## config.mk

```make
export PLATFORM = sky130hd
export DESIGN_NAME = hls_ap_ctrl_sequencer
export DESIGN_NICKNAME = d
export VERILOG_FILES = /design/src/rtl/hls_ap_ctrl_sequencer.sv
export SDC_FILE = /design/constraint.sdc
export NUM_CORES = 1
export LEC_CHECK = 0
export BUFFER_PORTS_ARGS = -buffer_cell sky130_fd_sc_hd__buf_2
export CAP_MARGIN = 20
export CORE_MARGIN = 2
export CORE_UTILIZATION = 53
export DETAILED_ROUTE_END_ITERATION = 16
export MAX_ROUTING_LAYER = met4
export PLACE_DENSITY = 0.83
export SLEW_MARGIN = 20
export SYNTH_ARGS = -nofsm -noshare
export SYNTH_HDL_FRONTEND = slang
export SYNTH_SLANG_ARGS = --single-unit
```

## constraint.sdc

```tcl
create_clock -name clk -period 2.3 [get_ports clk]
set_input_delay 0.46 -clock clk [delete_from_list [all_inputs] [get_ports clk]]
set_output_delay 0.46 -clock clk [all_outputs]
set_load 0.02 [all_outputs]
```

## src/rtl/hls_ap_ctrl_sequencer.sv

```systemverilog
// hls_ap_ctrl_sequencer
// Drives an HLS kernel through its ap_ctrl_hs handshake. It launches a
// programmed number of runs separated by a fixed idle gap, and a watchdog
// parks the sequencer in an error state if a run never completes.
// status_o = {err_timeout, busy, fin} feeds the board LEDs directly.

module hls_ap_ctrl_sequencer #(
  parameter int CNT_W          = 16,
  parameter int GAP_CYCLES     = 8,
  parameter int TIMEOUT_CYCLES = 1024,
  parameter int TO_W           = 16
) (
  input  logic             clk,
  input  logic             rst,
  input  logic             cfg_go,
  input  logic [CNT_W-1:0] cfg_runs,
  input  logic             cfg_abort,
  output logic             ap_start,
  input  logic             ap_ready,
  input  logic             ap_done,
  input  logic             ap_idle,
  output logic             busy,
  output logic [CNT_W-1:0] runs_done,
  output logic             err_timeout,
  output logic [2:0]       status_o
);

  // Gap counter runs 0 .. GAP_CYCLES-1; a zero gap still spends one cycle
  // in GAP, which keeps the GAP -> WAIT_IDLE path identical for all values.
  localparam int GAP_W = (GAP_CYCLES > 1) ? $clog2(GAP_CYCLES) : 1;
  localparam logic [GAP_W-1:0] GAP_LAST =
      (GAP_CYCLES > 0) ? GAP_W'(GAP_CYCLES - 1) : '0;
  localparam logic [TO_W-1:0] TO_LIMIT = TO_W'(TIMEOUT_CYCLES);

  typedef enum logic [2:0] {
    S_IDLE,
    S_WAIT_IDLE,
    S_START,
    S_RUN,
    S_GAP,
    S_DONE,
    S_ERR
  } state_e;

  state_e           state_q;
  logic [CNT_W-1:0] target_q;
  logic [CNT_W-1:0] runs_done_q;
  logic [TO_W-1:0]  wdog_q;
  logic [GAP_W-1:0] gap_q;
  logic             ap_start_q;
  logic             busy_q;
  logic             fin_q;
  logic             err_q;
  logic             abort_pend_q;

  // Decode helpers computed from the current state and sampled inputs.
  logic             start_hs;
  logic             kernel_done;
  logic             launch_ok;
  logic             stop_req;
  logic             target_hit;
  logic [CNT_W-1:0] runs_inc;
  logic [TO_W-1:0]  wdog_inc;

  // Handshake, completion and saturation decode feeding the FSM.
  always_comb begin
    start_hs    = (state_q == S_START) && ap_ready;
    // A done is only meaningful once the start has been accepted: either
    // already in RUN, or accepted on this very edge.
    kernel_done = ap_done && ((state_q == S_RUN) || start_hs);
    launch_ok   = cfg_go && !cfg_abort;
    stop_req    = abort_pend_q || cfg_abort;
    runs_inc    = (&runs_done_q) ? runs_done_q : runs_done_q + CNT_W'(1);
    target_hit  = (target_q != '0) && (runs_inc == target_q);
    wdog_inc    = wdog_q + TO_W'(1);
  end

  // Sequencer FSM; every output is a flop updated alongside the state.
  always_ff @(posedge clk) begin
    if (rst) begin
      state_q      <= S_IDLE;
      target_q     <= '0;
      runs_done_q  <= '0;
      wdog_q       <= '0;
      gap_q        <= '0;
      ap_start_q   <= 1'b0;
      busy_q       <= 1'b0;
      fin_q        <= 1'b0;
      err_q        <= 1'b0;
      abort_pend_q <= 1'b0;
    end else begin
      case (state_q)
        // IDLE and ERR accept a launch the same way; a simultaneous abort
        // suppresses it.
        S_IDLE, S_ERR: begin
          if (launch_ok) begin
            state_q      <= S_WAIT_IDLE;
            target_q     <= cfg_runs;
            runs_done_q  <= '0;
            fin_q        <= 1'b0;
            err_q        <= 1'b0;
            abort_pend_q <= 1'b0;
            busy_q       <= 1'b1;
          end
        end

        S_WAIT_IDLE: begin
          if (cfg_abort) begin
            state_q <= S_IDLE;
            busy_q  <= 1'b0;
          end else if (ap_idle) begin
            state_q    <= S_START;
            ap_start_q <= 1'b1;
            wdog_q     <= '0;
          end
        end

        // START and RUN share completion and watchdog handling. An abort
        // here is only remembered: the handshake in flight is finished.
        S_START, S_RUN: begin
          if (kernel_done) begin
            runs_done_q  <= runs_inc;
            ap_start_q   <= 1'b0;
            abort_pend_q <= 1'b0;
            if (target_hit) begin
              // Reaching the target wins over a pending abort so fin is set.
              state_q <= S_DONE;
            end else if (stop_req) begin
              state_q <= S_IDLE;
              busy_q  <= 1'b0;
            end else begin
              state_q <= S_GAP;
              gap_q   <= '0;
            end
          end else if (wdog_inc == TO_LIMIT) begin
            state_q      <= S_ERR;
            ap_start_q   <= 1'b0;
            busy_q       <= 1'b0;
            err_q        <= 1'b1;
            abort_pend_q <= 1'b0;
          end else begin
            wdog_q <= wdog_inc;
            if (cfg_abort) begin
              abort_pend_q <= 1'b1;
            end
            if (start_hs) begin
              state_q    <= S_RUN;
              ap_start_q <= 1'b0;
            end
          end
        end

        S_GAP: begin
          if (cfg_abort) begin
            state_q <= S_IDLE;
            busy_q  <= 1'b0;
          end else if (gap_q == GAP_LAST) begin
            state_q <= S_WAIT_IDLE;
          end else begin
            gap_q <= gap_q + GAP_W'(1);
          end
        end

        // Single-cycle completion state; fin and busy change together.
        S_DONE: begin
          state_q <= S_IDLE;
          fin_q   <= 1'b1;
          busy_q  <= 1'b0;
        end

        default: begin
          state_q    <= S_IDLE;
          ap_start_q <= 1'b0;
          busy_q     <= 1'b0;
        end
      endcase
    end
  end

  assign ap_start    = ap_start_q;
  assign busy        = busy_q;
  assign runs_done   = runs_done_q;
  assign err_timeout = err_q;
  assign status_o    = {err_q, busy_q, fin_q};

endmodule

```

### Yosys cells after proc, flatten, opt, wreduce, memory -nomap -nowiden

Cells that the tools add are included.

| cells by class | value |
|---|---|
| reductions and logical operators | 28 |
| bitwise logic cells | 1 |
| mux-type cells | 48 |
| add/subtract/negate cells | 3 |
| eq/ne operators | 28 |

Operator list:

| cell | count |
|---|---|
| $mux W16 | 7 |
| $pmux W16 S2 | 2 |
| $mux W3 | 15 |
| $add A16 B1 Y16 const B | 2 |
| $ne A2 B2 Y1 const B | 11 |
| $mux W1 | 17 |
| $eq A16 B11 Y1 const B | 1 |
| $eq A16 B16 Y1 | 1 |
| $reduce_and A16 Y1 | 1 |
| $reduce_bool A16 Y1 | 1 |
| $ne A3 B3 Y1 const B | 5 |
| $eq A3 B3 Y1 const B | 4 |
| $pmux W3 S4 | 1 |
| $reduce_and A4 Y1 | 3 |
| $reduce_and A5 Y1 | 2 |
| $ne A4 B4 Y1 const B | 2 |
| $reduce_bool A2 Y1 | 4 |
| $eq A3 B2 Y1 const B | 2 |
| $pmux W1 S2 | 3 |
| $pmux W1 S3 | 2 |
| $pmux W3 S2 | 1 |
| $reduce_and A3 Y1 | 2 |
| $reduce_and A6 Y1 | 1 |
| $reduce_or A2 Y1 | 3 |
| other kinds (10) | 15 |

| storage, ports and cells | value |
|---|---|
| bits in registers | 59 |
| logic and storage cells | 118 |
| output and inout bits | 22 |
| bits of input ports | 23 |

### Logic depth before layout (Yosys ltp)

Gate-level depths: netlist (run 1).

| logic depth | value |
|---|---|
| depth in word-level cells | 7 |
| mapped depth | 11 |
| depth with buffers taken out | 9 |

### Least setup slack after synthesis (run 1)

No wires, ideal clock.

| timing path | value |
|---|---|
| kind | reg2reg |
| from | reg runs_done_q[0] (netlist: runs_done[0]) |
| to | reg busy_q (netlist: busy) |
| path buffers | 0 |
| stages on the path, launching flop included | 10 |
| data arrival time | 2.431 ns |
| period minus slack after synthesis | 2.501 ns |
| data required time | 2.230 ns |
| library setup time | 0.070 ns |
| slack | -0.201 ns |
| cells stage by stage | dfxtp_1 > ha_1 > nand3_1 > nor4_1 > mux2i_1 > xor2_1 > o31a_1 > nand4_1 > or3_1 > a21oi_1 |

| between the ends | value |
|---|---|
| cells in the longest elaborated chain, start to end | 6 |
| elaborated cells between the ends (all ways) | 7 |
| classes of those cells | add/sub: 1; eq/ne: 2; mux: 1; reduce/logical: 3 |

Ends and longest elaborated chain:

| element | line | RTL |
|---|---|---|
| from (decl) | 47 | `logic [CNT_W-1:0] runs_done_q;` |
| from (signal assigned) | 122 | `runs_done_q <= runs_inc;` |
| $add A16 B1 Y16 or $reduce_and A16 Y1 (tied branches) | 73 | `runs_inc = (&runs_done_q) ? runs_done_q : runs_done_q + CNT_W'(1);` |
| $mux W16 * | 73 |  |
| $eq A16 B16 Y1 * | 74 | `target_hit = (target_q != '0) && (runs_inc == target_q);` |
| $logic_and A1 B1 Y1 * | 74 |  |
| $ne A3 B3 Y1 (no source line) * | n/a |  |
| $reduce_and A5 Y1 (no source line) * | n/a |  |
| to (signal assigned) | 87 | `busy_q <= 1'b0;` |
| to (signal assigned) | 103 | `busy_q <= 1'b1;` |
| to (signal assigned) | 110 | `busy_q <= 1'b0;` |
| to (decl) | 51 | `logic busy_q;` |

Mark *: on every way between the ends. The rest lies on a longest branch, timed or not.
A chain may end at the register's enable or synchronous reset.

### Final worst setup path (run 1)

| timing path | value |
|---|---|
| from | reg runs_done_q[7] (netlist: runs_done[7]) |
| to | reg state_q[0] |

| between the ends | value |
|---|---|
| cells in the longest elaborated chain, start to end | 7 |
| elaborated cells between the ends (all ways) | 8 |
| classes of those cells | add/sub: 1; eq/ne: 1; mux: 4; reduce/logical: 2 |

Ends and longest elaborated chain:

| element | line | RTL |
|---|---|---|
| $add A16 B1 Y16 or $reduce_and A16 Y1 (tied branches) | 73 |  |
| $mux W16 * | 73 |  |
| $eq A16 B16 Y1 * | 74 |  |
| $logic_and A1 B1 Y1 * | 74 |  |
| $mux W3 * | 125 | `if (target_hit) begin` |
| $mux W3 * | 121 | `if (kernel_done) begin` |
| $pmux W3 S4 * | 92 | `case (state_q)` |
| to (signal assigned) | 97 | `state_q <= S_WAIT_IDLE;` |
| to (signal assigned) | 127 | `state_q <= S_DONE;` |
| to (signal assigned) | 129 | `state_q <= S_IDLE;` |
| to (decl) | 45 | `state_e state_q;` |

Marked as above.

==> summary.txt, run 1 <==
Pwr
  • P_sw: 1.431 mW
  • Power Total: 3.606 mW
  • Peak supply drop: 0.6906 mV
  • P per Cell Area: 650.3 nW/um2
  • Internal Power: 2.175 mW
  • Sequential power share: 32.9%
  • Static Leak: 2.279 nW
  • Sw Ratio: 39.69%
  • Clk pwr share: 26.8%
  • Gate power share: 40.3%

STA
  • Final setup fails: 24
  • Tightest hold margin: 340.9 ps
  • Worst Max-Slew Pin Slew: 552.5 ps
  • Max Transition Viols Final: 0
  • Fin crit share: 117.6%
  • FMAX: 0.3698 GHz
  • RSZ-0062 raised after global routing: true
  • Tmin final: 2704 ps
  • Final Hold Viols: 0
  • Slew headroom: 63.16%
  • Setup Skew: 12.16 ps
  • Final WS setup: -403.9 ps

Worst setup path
  • Cell with the biggest individual delay on the critical path: or3_4
  • Critical Path End Type: flip-flop
  • CP Launch Point: runs_done[7]$_SDFFE_PP0P_
  • Critical Path Start Type: flip-flop
  • Ordered list of cells on the worst path: buf_4 -> nand4_1 -> nor2_1 -> a211o_1 -> o2111ai_4 -> a2111oi_4 -> nand4_1 -> or3_4 -> a21oi_2
  • Crit path max fanout: 5
  • CP dominant cell by count: nand4_1
  • WP data required: 2600 ps
  • Worst-case reg-to-reg path depth: 9
  • Critical path arrival: 3000 ps
  • Crit-path max cell delay: 470 ps
  • Crit Path Category: flip-flop to flip-flop
  • RR Startpoint: runs_done[7]$_SDFFE_PP0P_

Detailed routing
  • Vias/cell: 6.817
  • Total Wirelength: 15.41 mm
  • DR vias: 4956
  • 1st-iter DRT viols: 680
  • Post-route ant nets: 0
  • 1st-pass router iterations: 6
  • Remaining DRCs: 0
  • Drt wl/cell: 21.19 um

Synth
  • Seq/Total Area, Yosys: 31.03%
  • Post-Syn Area: 3806 um2
  • EDFF count, synth: 0
  • Mapped Cells: 497
  • Number of synthesized register bits: 59
  • Synth Net Count: 524
  • Fraction of registers with async set/reset: 0%
  • Top_reg_cell synth: dfxtp_1
  • Avg Cell Area, Syn: 7.658 um2
  • Synth warn: 0
  • Synth cell types: 71

Status
  • Failing checks: negative setup slack
  • Status: finished, violations left

Floorplanning
  • Io pins: 45
  • Row cnt: 30
  • Die Wd: 88.75 um
  • Die area: 7876 um2
  • Initial Util: 55.41%
  • Die height: 88.75 um
  • Total core area: 6869 um2

GRT
  • Vias in the first global route: 4393
  • Initial antenna violation count: 0
  • GRT Total Usage: 34.47%
  • First-pass GRT wire length: 20.71 mm
  • Largest net degree at the start of global routing: 30
  • Total gr overflow: 0

Placed design
  • RD Place Congestion: 0.9668
  • Port bufs: 44
  • Post-DP HPWL: 8.565 mm
  • Placed cells: 692

Final layout
  • Share of cells above drive strength 1: 42.79%
  • Fin nets: 653
  • # diodes: 0
  • Final Instance Count excl. Fillers: 727
  • Area Overhead vs Synth: 45.69%
  • Fill cells: 392

Clock tree
  • Clock latency on the worst-skew pair: 350 ps
  • CTS buffer count: 9
  • Deepest clock path buffer count: 2
  • Sink Count: 59
  • Hold_buf cts: 0
  • Number of H-tree levels: 3
  • CTS root buffer: clkbuf_8
  • TritonCTS clock tree: built
  • Worst-path clk slew: 80 ps

Worst hold path
  • HP Start: cfg_runs[9]
  • Hold crit path type: primary input to flip-flop
  • Worst hold stages: 3

Flow run
  • Max Cap Viol: 0
## logic make-up after synthesis
family                     Yosys count  share of synthesized area, %
and+or+nand+nor                    203                         28.40
AOI/OAI and AO/OA                  151                         26.40
DFF                                 59                         31.03
buffers and inverters               52                         6.147
xor gates and xnor gates            22                         5.062
muxes                                6                         1.644
adders and majority gates            4                         1.315
## cell usage in the layout (no fill, tap or decap), types with 4 or more instances in the layout
cell type,netlist,layout
xnor2_1,11,11
nand4_1,8,8
buf_4,4,109
a211oi_2,0,7
nor2_1,23,22
a311oi_2,0,6
o22ai_1,4,4
xor2_1,11,10
buf_6,1,8
a31oi_1,11,9
or3_1,7,5
clkbuf_8,0,13
buf_2,13,44
and4_1,10,7
nor3_1,21,16
nand2_1,68,67
o21ai_0,21,17
a21oi_1,51,49
and3_1,6,5
nor4_1,6,4
nand3_1,25,21
o21a_1,7,7
inv_1,8,8
nand2b_1,5,5
dfxtp_4,0,5
dfxtp_2,0,13
dfxtp_1,59,41
## critical path, delay by kind of cell (launching register included)
family,cells,cell delay (ps)
buffers and inverters,1,160
AOI/OAI and AO/OA,4,860
DFF,1,410
and+or+nand+nor,4,1230
## power groups by stage
stage | registers, mW | clock network [mW] | logic [mW]
after global routing | 1.19 | 1.00 | 1.54
after global placement | 1.19 | 0 | 1.05
after CTS | 1.17 | 0.953 | 1.22
final | 1.18 | 0.968 | 1.45
after floorplan | 1.20 | 0 | 0.734
after detailed placement | 1.19 | 0 | 1.08
## final cells by class
class	count	area, um2	share of cell area (%)
clock buffer	13	178.9	3.227
multi-input combinational	386	2848	51.35
clock inverter	3	20.02	0.3610
timing repair buffer	161	1129	20.35
tap	96	120.1	2.166
inverter	9	33.78	0.6092
sequential	59	1216	21.93
## timing repair
action	in CTS	in global routing
resized for setup	41	49
pin swaps	25	21
setup buffers	8	11
endpoints found under the setup margin	25	26
## sequential cells by signal (all words and copies together) (netlist names)
register,count
gap_q,3
wdog_q,16
state_q,3
fin_q,1
target_q,16
busy,1
runs_done,16
ap_start,1
abort_pend_q,1
err_timeout,1
## per-stage QoR
| step | TNS [ps] | cell area, um2 | setup slack [ps] | util, % |
|---|---|---|---|---|
| final | -5065 | 5545 | -403.9 | 80.73 |
| after global routing | -6971 | 5545 | -563.5 | 80.73 |
| after CTS | -1948 | 5223 | -172.1 | 76.03 |
| after detailed placement | -4573 | 4777 | -290.7 | 69.54 |
| after global placement | -2911 | 4777 | -165.9 | 69.54 |
| after floorplan | -796.0 | 3920 | -117.5 | - |
## cells in the mapped netlist (4+ instances only)
master | n | area (um2)
nor4_1 | 6 | 37.54
nand3_1 | 25 | 125.1
or3_1 | 7 | 43.79
nand4_1 | 8 | 50.05
xor2_1 | 11 | 96.34
and3_1 | 6 | 37.54
a41oi_1 | 4 | 35.03
a31oi_1 | 11 | 68.82
nor3_1 | 21 | 105.1
buf_2 | 13 | 65.06
mux2i_1 | 4 | 40.04
o21ai_0 | 21 | 105.1
o22ai_1 | 4 | 25.02
a311oi_1 | 6 | 52.55
buf_4 | 4 | 30.03
xnor2_1 | 11 | 96.34
dfxtp_1 | 59 | 1181
o21a_1 | 7 | 52.55
clkbuf_1 | 23 | 86.33
a21oi_1 | 51 | 255.2
nor2_1 | 23 | 86.33
a211oi_1 | 8 | 60.06
nand2_1 | 68 | 255.2
and4_1 | 10 | 87.58
inv_1 | 8 | 30.03
nand2b_1 | 5 | 31.28
ha_1 | 4 | 50.05
## layer usage
metal  track usage, %  up-vias  wire length [um]
met5                -        -                 0
met4            16.53        0              1090
met3            6.437      153              1827
met2            53.93      428              6951
met1            42.68     2260              5540
li1                 -     2115                 -
## worst paths after layout
check	to	slack, ps
setup / recovery	state_q[0]$_SDFFE_PP0P_	-400
hold / removal	target_q[9]$_SDFFE_PP0P_	340
setup reg to reg	state_q[0]$_SDFFE_PP0P_	-400
hold reg to reg	gap_q[1]$_SDFFE_PP0P_	490
No activity file was read; power rests on OpenSTA's default activity.
==> run 2, diff against run 1 <==
- CORE_UTILIZATION: 53 -> 60
- PLACE_DENSITY: 0.83 -> 0.89
- clock period: 2.3 -> 3.15 ns (I/O delays scaled with it)
==> run 2 against run 1 <==
The flow now finishes without violations. Clock skew shrank 3.4 ps. Die area shrank 11%. Clock-buffer cell count shrank 1. Critical path type unchanged.
==> summary.txt, run 2 (synthesis gave the netlist of run 1 again) <==
Pwr
  • Clk pwr share: 31.8% (+5.0 points)
  • Static Leak: 1.570 nW (-31%)
  • Sequential power share: 38.4% (+5.5 points)
  • P_sw: 849.0 uW (-41%)
  • Peak supply drop: 0.4032 mV (-42%)
  • Gate power share: 29.8% (-10 points)
  • Internal Power: 1.483 mW (-32%)
  • P per Cell Area: 553.1 nW/um2 (-15%)
  • Sw Ratio: 36.41% (-3.3 points)

Worst setup path
  • Crit path max fanout: 8 (+3)
  • Crit-path max cell delay: 480 ps (about the same)
  • Critical Path End Type: flip-flop
  • Critical path arrival: 3280 ps (+280 ps)
  • Worst-case reg-to-reg path depth: 9 (unchanged)
  • Crit Path Category: flip-flop to flip-flop
  • WP data required: 3410 ps (+810 ps)
  • Ordered list of cells on the worst path: ha_1 -> nand3_1 -> nor3_1 -> mux2i_1 -> xnor2_1 -> a2111oi_0 -> nand4_1 -> or3_1 -> a21oi_1
  • Critical Path Start Type: flip-flop
  • Cell with the biggest individual delay on the critical path: dfxtp_1

Detailed routing
  • DR vias: 4042 (-18%)
  • 1st-iter DRT viols: 451 (-34%)
  • Post-route ant nets: 0 (unchanged)
  • Drt wl/cell: 17.12 um (-19%)
  • 1st-pass router iterations: 5 (-1)
  • Total Wirelength: 10.29 mm (-33%)
  • Remaining DRCs: 0 (unchanged)
  • Vias/cell: 6.725 (-1.3%)

Status
  • Status: finished clean

Clock tree
  • CTS root buffer: clkbuf_8
  • CTS buffer count: 9 (unchanged)
  • Clock latency on the worst-skew pair: 350 ps (about the same)
  • Deepest clock path buffer count: 2 (unchanged)
  • Sink Count: 59 (unchanged)
  • TritonCTS clock tree: built
  • Number of H-tree levels: 3 (unchanged)
  • Worst-path clk slew: 70 ps (about the same)

Final layout
  • Fin nets: 546 (-16%)
  • Final Instance Count excl. Fillers: 601 (-17%)
  • Share of cells above drive strength 1: 16.79% (-26 points)
  • Fill cells: 504 (+29%)
  • Most frequent cells in the layout: nand2_1 (68), dfxtp_1 (59), a21oi_1 (51)
  • Area Overhead vs Synth: 10.78%
  • Final Util: 67.56% (-13 points)
  • Most common cell after layout, fill and taps aside: nand2_1
  • Multi-input gate area: 2397 um2 (-16%)
  • FF+latch area: 1181 um2 (-2.9%)
  • # diodes: 0 (unchanged)

GRT
  • Total gr overflow: 0 (unchanged)
  • Vias in the first global route: 3601 (-18%)
  • First-pass GRT wire length: 17.02 mm (-18%)
  • Initial antenna violation count: 0 (unchanged)
  • Largest net degree at the start of global routing: 31 (+3.3%)
  • GRT Total Usage: 30.25% (-4.2 points)

Placed design
  • RD Place Congestion: 0.9304 (-3.8%)
  • Placed cells: 585 (-15%)
  • Post-DP HPWL: 6.978 mm (-19%)
  • Port bufs: 44 (unchanged)

STA
  • Tmin final: 3018 ps (+314.3 ps)
  • Slew headroom: 37.14% (-26 points)
  • Max Transition Viols Final: 0 (unchanged)
  • Setup TNS: 0 ps (+5065 ps)
  • FMAX: 0.3313 GHz (-10%)
  • Worst Max-Slew Pin Slew: 937.8 ps (+385.3 ps)
  • Final setup fails: 0 (-100%)
  • Final Hold Viols: 0 (unchanged)
  • Fin crit share: 95.82% (-22 points)
  • Setup Skew: 8.717 ps (-3.441 ps)
  • RSZ-0062 raised after global routing: false

Floorplanning
  • Initial Util: 60.99% (+5.6 points)
  • Die height: 83.65 um (-5.7%)
  • Die Wd: 83.65 um (-5.7%)
  • Die area: 6996 um2 (-11%)
  • Total core area: 6241 um2 (-9.1%)
  • Io pins: 45 (unchanged)
  • Row cnt: 29 (-3.3%)

Worst hold path
  • Hold crit path type: flip-flop to flip-flop
  • Worst hold stages: 2 (-1)

Flow run
  • Max Cap Viol: 0 (unchanged)
## run 2: what timing repair did
action	4_1_cts	5_1_grt
setup endpoints to repair	0	6
gates resized for setup	0	1
hold buffers	0	0
buffers inserted	0	0
## run 2: worst paths after layout
kind                              from                      end  slack, ps
max reg2reg  runs_done[0]$_SDFFE_PP0P_  state_q[0]$_SDFFE_PP0P_        130
min              ap_start$_SDFFE_PP0P_    ap_start$_SDFFE_PP0P_        480
min reg2reg      ap_start$_SDFFE_PP0P_    ap_start$_SDFFE_PP0P_        480
max          runs_done[0]$_SDFFE_PP0P_  state_q[0]$_SDFFE_PP0P_        130
## run 2: layer usage
| metal | up-vias | share of wire (%) | track usage (%) |
|---|---|---|---|
| met5 | - | 0 | - |
| met4 | 0 | 2.8 | 12.32 |
| met2 | 219 | 45 | 45.31 |
| li1 | 1891 | - | - |
| met3 | 32 | 8.0 | 6.627 |
| met1 | 1900 | 44 | 39.74 |
## run 2: worst max-delay path, delay by kind of cell (launching register included)
kind	cells	cell delay [ps]
AOI/OAI and AO/OA	2	450
xor gates and xnor gates	1	90
adders and majority gates	1	370
DFF	1	480
muxes	1	330
and+or+nand+nor	4	1210
## run 2: layout make-up
| cell class | instances | share of cell area [%] |
|---|---|---|
| Timing Repair Buffer | 54 | 7.003 |
| Inverter | 9 | 0.8012 |
| Clock buffer | 12 | 3.917 |
| Sequential cell | 59 | 28.01 |
| Tap cell | 77 | 2.285 |
| Multi-Input combinational cell | 386 | 56.85 |
| Clock inverter | 4 | 1.128 |
## run 2: stage by stage
step	hold WS, ps	worst slack (ps)	cell area (um2)	power (mW)
after floorplan	439.7	649.1	3806	1.396
after global placement	452.6	360.8	4003	1.550
after detailed placement	464.8	210.2	4003	1.573
after CTS	477.4	192.0	4215	2.312
after global routing	500.1	3.553	4217	2.436
final	477.1	131.8	4217	2.332
## run 2: power groups by stage
stage	registers [mW]	logic (mW)	clock network, mW
final	0.896	0.695	0.741
after detailed placement	0.905	0.668	0
after CTS	0.889	0.678	0.746
after floorplan	0.874	0.522	0
after global placement	0.900	0.650	0
after global routing	0.904	0.752	0.781
==> run 3, diff against run 2 <==
- BUFFER_PORTS_ARGS: -buffer_cell sky130_fd_sc_hd__buf_2 -> unset
- DONT_BUFFER_PORTS: unset -> 1
- PLACE_DENSITY: 0.89 -> 0.83
==> run 3 against run 2 <==
Critical path depth unchanged. Sequential share of layout area is 1.1 points higher. Maximum frequency increased by 3.6%. Wire length fell by 2.3%. Clock power fell by 20%. Die area unchanged. First-iteration DRC count is 20% higher. Hold slack got worse by 120 ps. Critical path type unchanged.
==> summary.txt, run 3 (synthesis gave the netlist of run 1 again) <==
Clock tree
  • Worst-path clk slew: 60 ps (about the same)
  • Number of H-tree levels: 3 (unchanged)
  • CTS root buffer: clkbuf_8
  • Post-CTS Setup Bufs: 0 (unchanged)
  • Sink Count: 59 (unchanged)
  • TritonCTS clock tree: built
  • CTS buffer count: 9 (unchanged)
  • Deepest clock path buffer count: 2 (unchanged)
  • Clock latency on the worst-skew pair: 330 ps (-20 ps)

STA
  • Final Hold Viols: 0 (unchanged)
  • Setup TNS: 0 ps (unchanged)
  • Setup Skew: 5.178 ps (-3.539 ps)
  • Tmin final: 2913 ps (-104.9 ps)
  • Worst Max-Slew Pin Slew: 929.9 ps (-7.938 ps)
  • Tightest hold margin: 360.9 ps (-116.2 ps)
  • Final setup fails: 0 (unchanged)
  • Fin crit share: 92.49% (-3.3 points)
  • Max Transition Viols Final: 0 (unchanged)
  • FMAX: 0.3433 GHz (+3.6%)
  • RSZ-0062 raised after global routing: false
  • Slew headroom: 37.67% (+0.53 points)

Placed design
  • Port bufs: 0 (-100%)
  • Post-DP HPWL: 7.041 mm (+0.90%)
  • RD Place Congestion: 0.9341 (+0.40%)
  • Placed cells: 556 (-5.0%)

Floorplanning
  • Die area: 6996 um2 (unchanged)
  • Initial Util: 60.99% (unchanged)
  • Total core area: 6241 um2 (unchanged)
  • Die height: 83.65 um (unchanged)
  • Io pins: 45 (unchanged)
  • Row cnt: 29 (unchanged)
  • Die Wd: 83.65 um (unchanged)

Detailed routing
  • Drt wl/cell: 17.71 um (+3.4%)
  • Vias/cell: 6.871 (+2.2%)
  • Post-route ant nets: 0 (unchanged)
  • Remaining DRCs: 0 (unchanged)
  • 1st-pass router iterations: 5 (unchanged)
  • Total Wirelength: 10.06 mm (-2.3%)
  • DR vias: 3903 (-3.4%)
  • 1st-iter DRT viols: 541 (+20%)

Final layout
  • # diodes: 0 (unchanged)
  • Most frequent cells in the layout: nand2_1 (68), dfxtp_1 (59), a21oi_1 (51)
  • Final Instance Count excl. Fillers: 568 (-5.5%)
  • Area Overhead vs Synth: 6.772%
  • Fin nets: 517 (-5.3%)
  • Most common cell after layout, fill and taps aside: nand2_1
  • Share of cells above drive strength 1: 11.20% (-5.6 points)

Pwr
  • Power Total: 2.119 mW (-9.1%)
  • P per Cell Area: 521.5 nW/um2 (-5.7%)
  • Peak supply drop: 0.4407 mV (+9.3%)
  • Static Leak: 1.413 nW (-10%)

Worst setup path
  • Top Family by Delay on Critical Path: compound AO/OA/AOI/OAI gates
  • Crit Path Category: flip-flop to flip-flop
  • WP data required: 3350 ps (-60 ps)
  • Crit path max fanout: 11 (+3)
  • Crit-path max cell delay: 530 ps (+50 ps)
  • Buf/Inv on CP: 0 (unchanged)
  • Critical Path End Type: flip-flop
  • Critical path arrival: 3120 ps (-160 ps)
  • Critical Path Start Type: flip-flop
  • Cell with the biggest individual delay on the critical path: a2111oi_0
  • Ordered list of cells on the worst path: ha_1 -> and4_4 -> and4_1 -> and2_4 -> mux2i_1 -> a211o_1 -> a22oi_4 -> a2111oi_0 -> o32ai_1

GRT
  • Total gr overflow: 0 (unchanged)
  • GRT Total Usage: 30.41% (+0.16 points)
  • Largest net degree at the start of global routing: 58 (+87%)
  • Vias in the first global route: 3589 (-0.33%)
  • First-pass GRT wire length: 17.25 mm (+1.4%)
  • Initial antenna violation count: 0 (unchanged)

Flow run
  • Max Cap Viol: 0 (unchanged)

Worst hold path
  • Hold crit path type: primary input to flip-flop

Status
  • Status: finished clean
-- run 3: cell types whose count changed in the layout (fill, tap and decap cells not counted) --
cell / delta
a211oi_1: -1
bufinv_16: -1
clkbuf_8: -1
clkbuf_1: +1
and4_4: +1
nor3_2: -1
and4_2: -1
clkinvlp_4: -1
nor3_4: +1
clkinv_2: -2
buf_4: +15
a211oi_2: +1
buf_2: -44
-- run 3: worst register-to-register path: stages, from the launching register on --
cell and delay [ps]:
dfxtp_1 450, ha_1 290, and4_4 320, and4_1 240
and2_4 170, mux2i_1 260, a211o_1 260, a22oi_4 120
a2111oi_0 530, o32ai_1 150
-- run 3: repair_timing --
action | CTS | global route
hold buffers | 0 | 0
gates resized for setup | 1 | 3
endpoints found under the setup margin | 9 | 12
pin swaps | 0 | 0
-- run 3: report_power, final --
group          total (mW)  internal [mW]  leakage [nW]  switching, mW
combinational       0.614          0.241         0.855          0.373
clock               0.592          0.311        0.0803          0.281
sequential          0.913          0.801         0.477          0.113
total                2.12           1.35          1.41          0.766
-- run 3: path summary, 6_finish.rpt --
| check | startpoint | end | slack [ps] | cells past startpoint |
|---|---|---|---|---|
| min | rst | wdog_q[9]$_SDFFE_PP0P_ | 360 | 1 |
| min reg2reg | gap_q[2]$_SDFFE_PP0P_ | gap_q[2]$_SDFFE_PP0P_ | 470 | 2 |
| max | wdog_q[0]$_SDFFE_PP0P_ | wdog_q[12]$_SDFFE_PP0P_ | 240 | 9 |
| max reg2reg | wdog_q[0]$_SDFFE_PP0P_ | wdog_q[12]$_SDFFE_PP0P_ | 240 | 9 |
-- run 3: through the flow --
step	setup slack (ps)	util (%)	cell area (um2)
finish	236.7	65.12	4064
global route	44.72	65.12	4064
CTS	84.30	65.00	4056
detailed placement	-51.35	62.41	3895
global placement	178.0	62.41	3895
floorplan	649.1	-	3806
-- run 3: cell type report --
cell class / count / area, um2
clock buffers: 12 / 155.1
fillers: 543 / 2177
inverters: 9 / 33.78
multi-input cells: 386 / 2410
flip-flops and latches: 59 / 1181
well taps: 77 / 96.34
repair buffers: 25 / 187.7
-- run 3: per-layer routing --
metal  global-route usage [%]  vias up  share of wire [%]
met5                        -        -                  0
met4                    11.00        0                1.3
met3                    4.352       19                8.4
met1                    41.02     1848                 44
li1                         -     1829                  -
met2                    46.76      207                 47
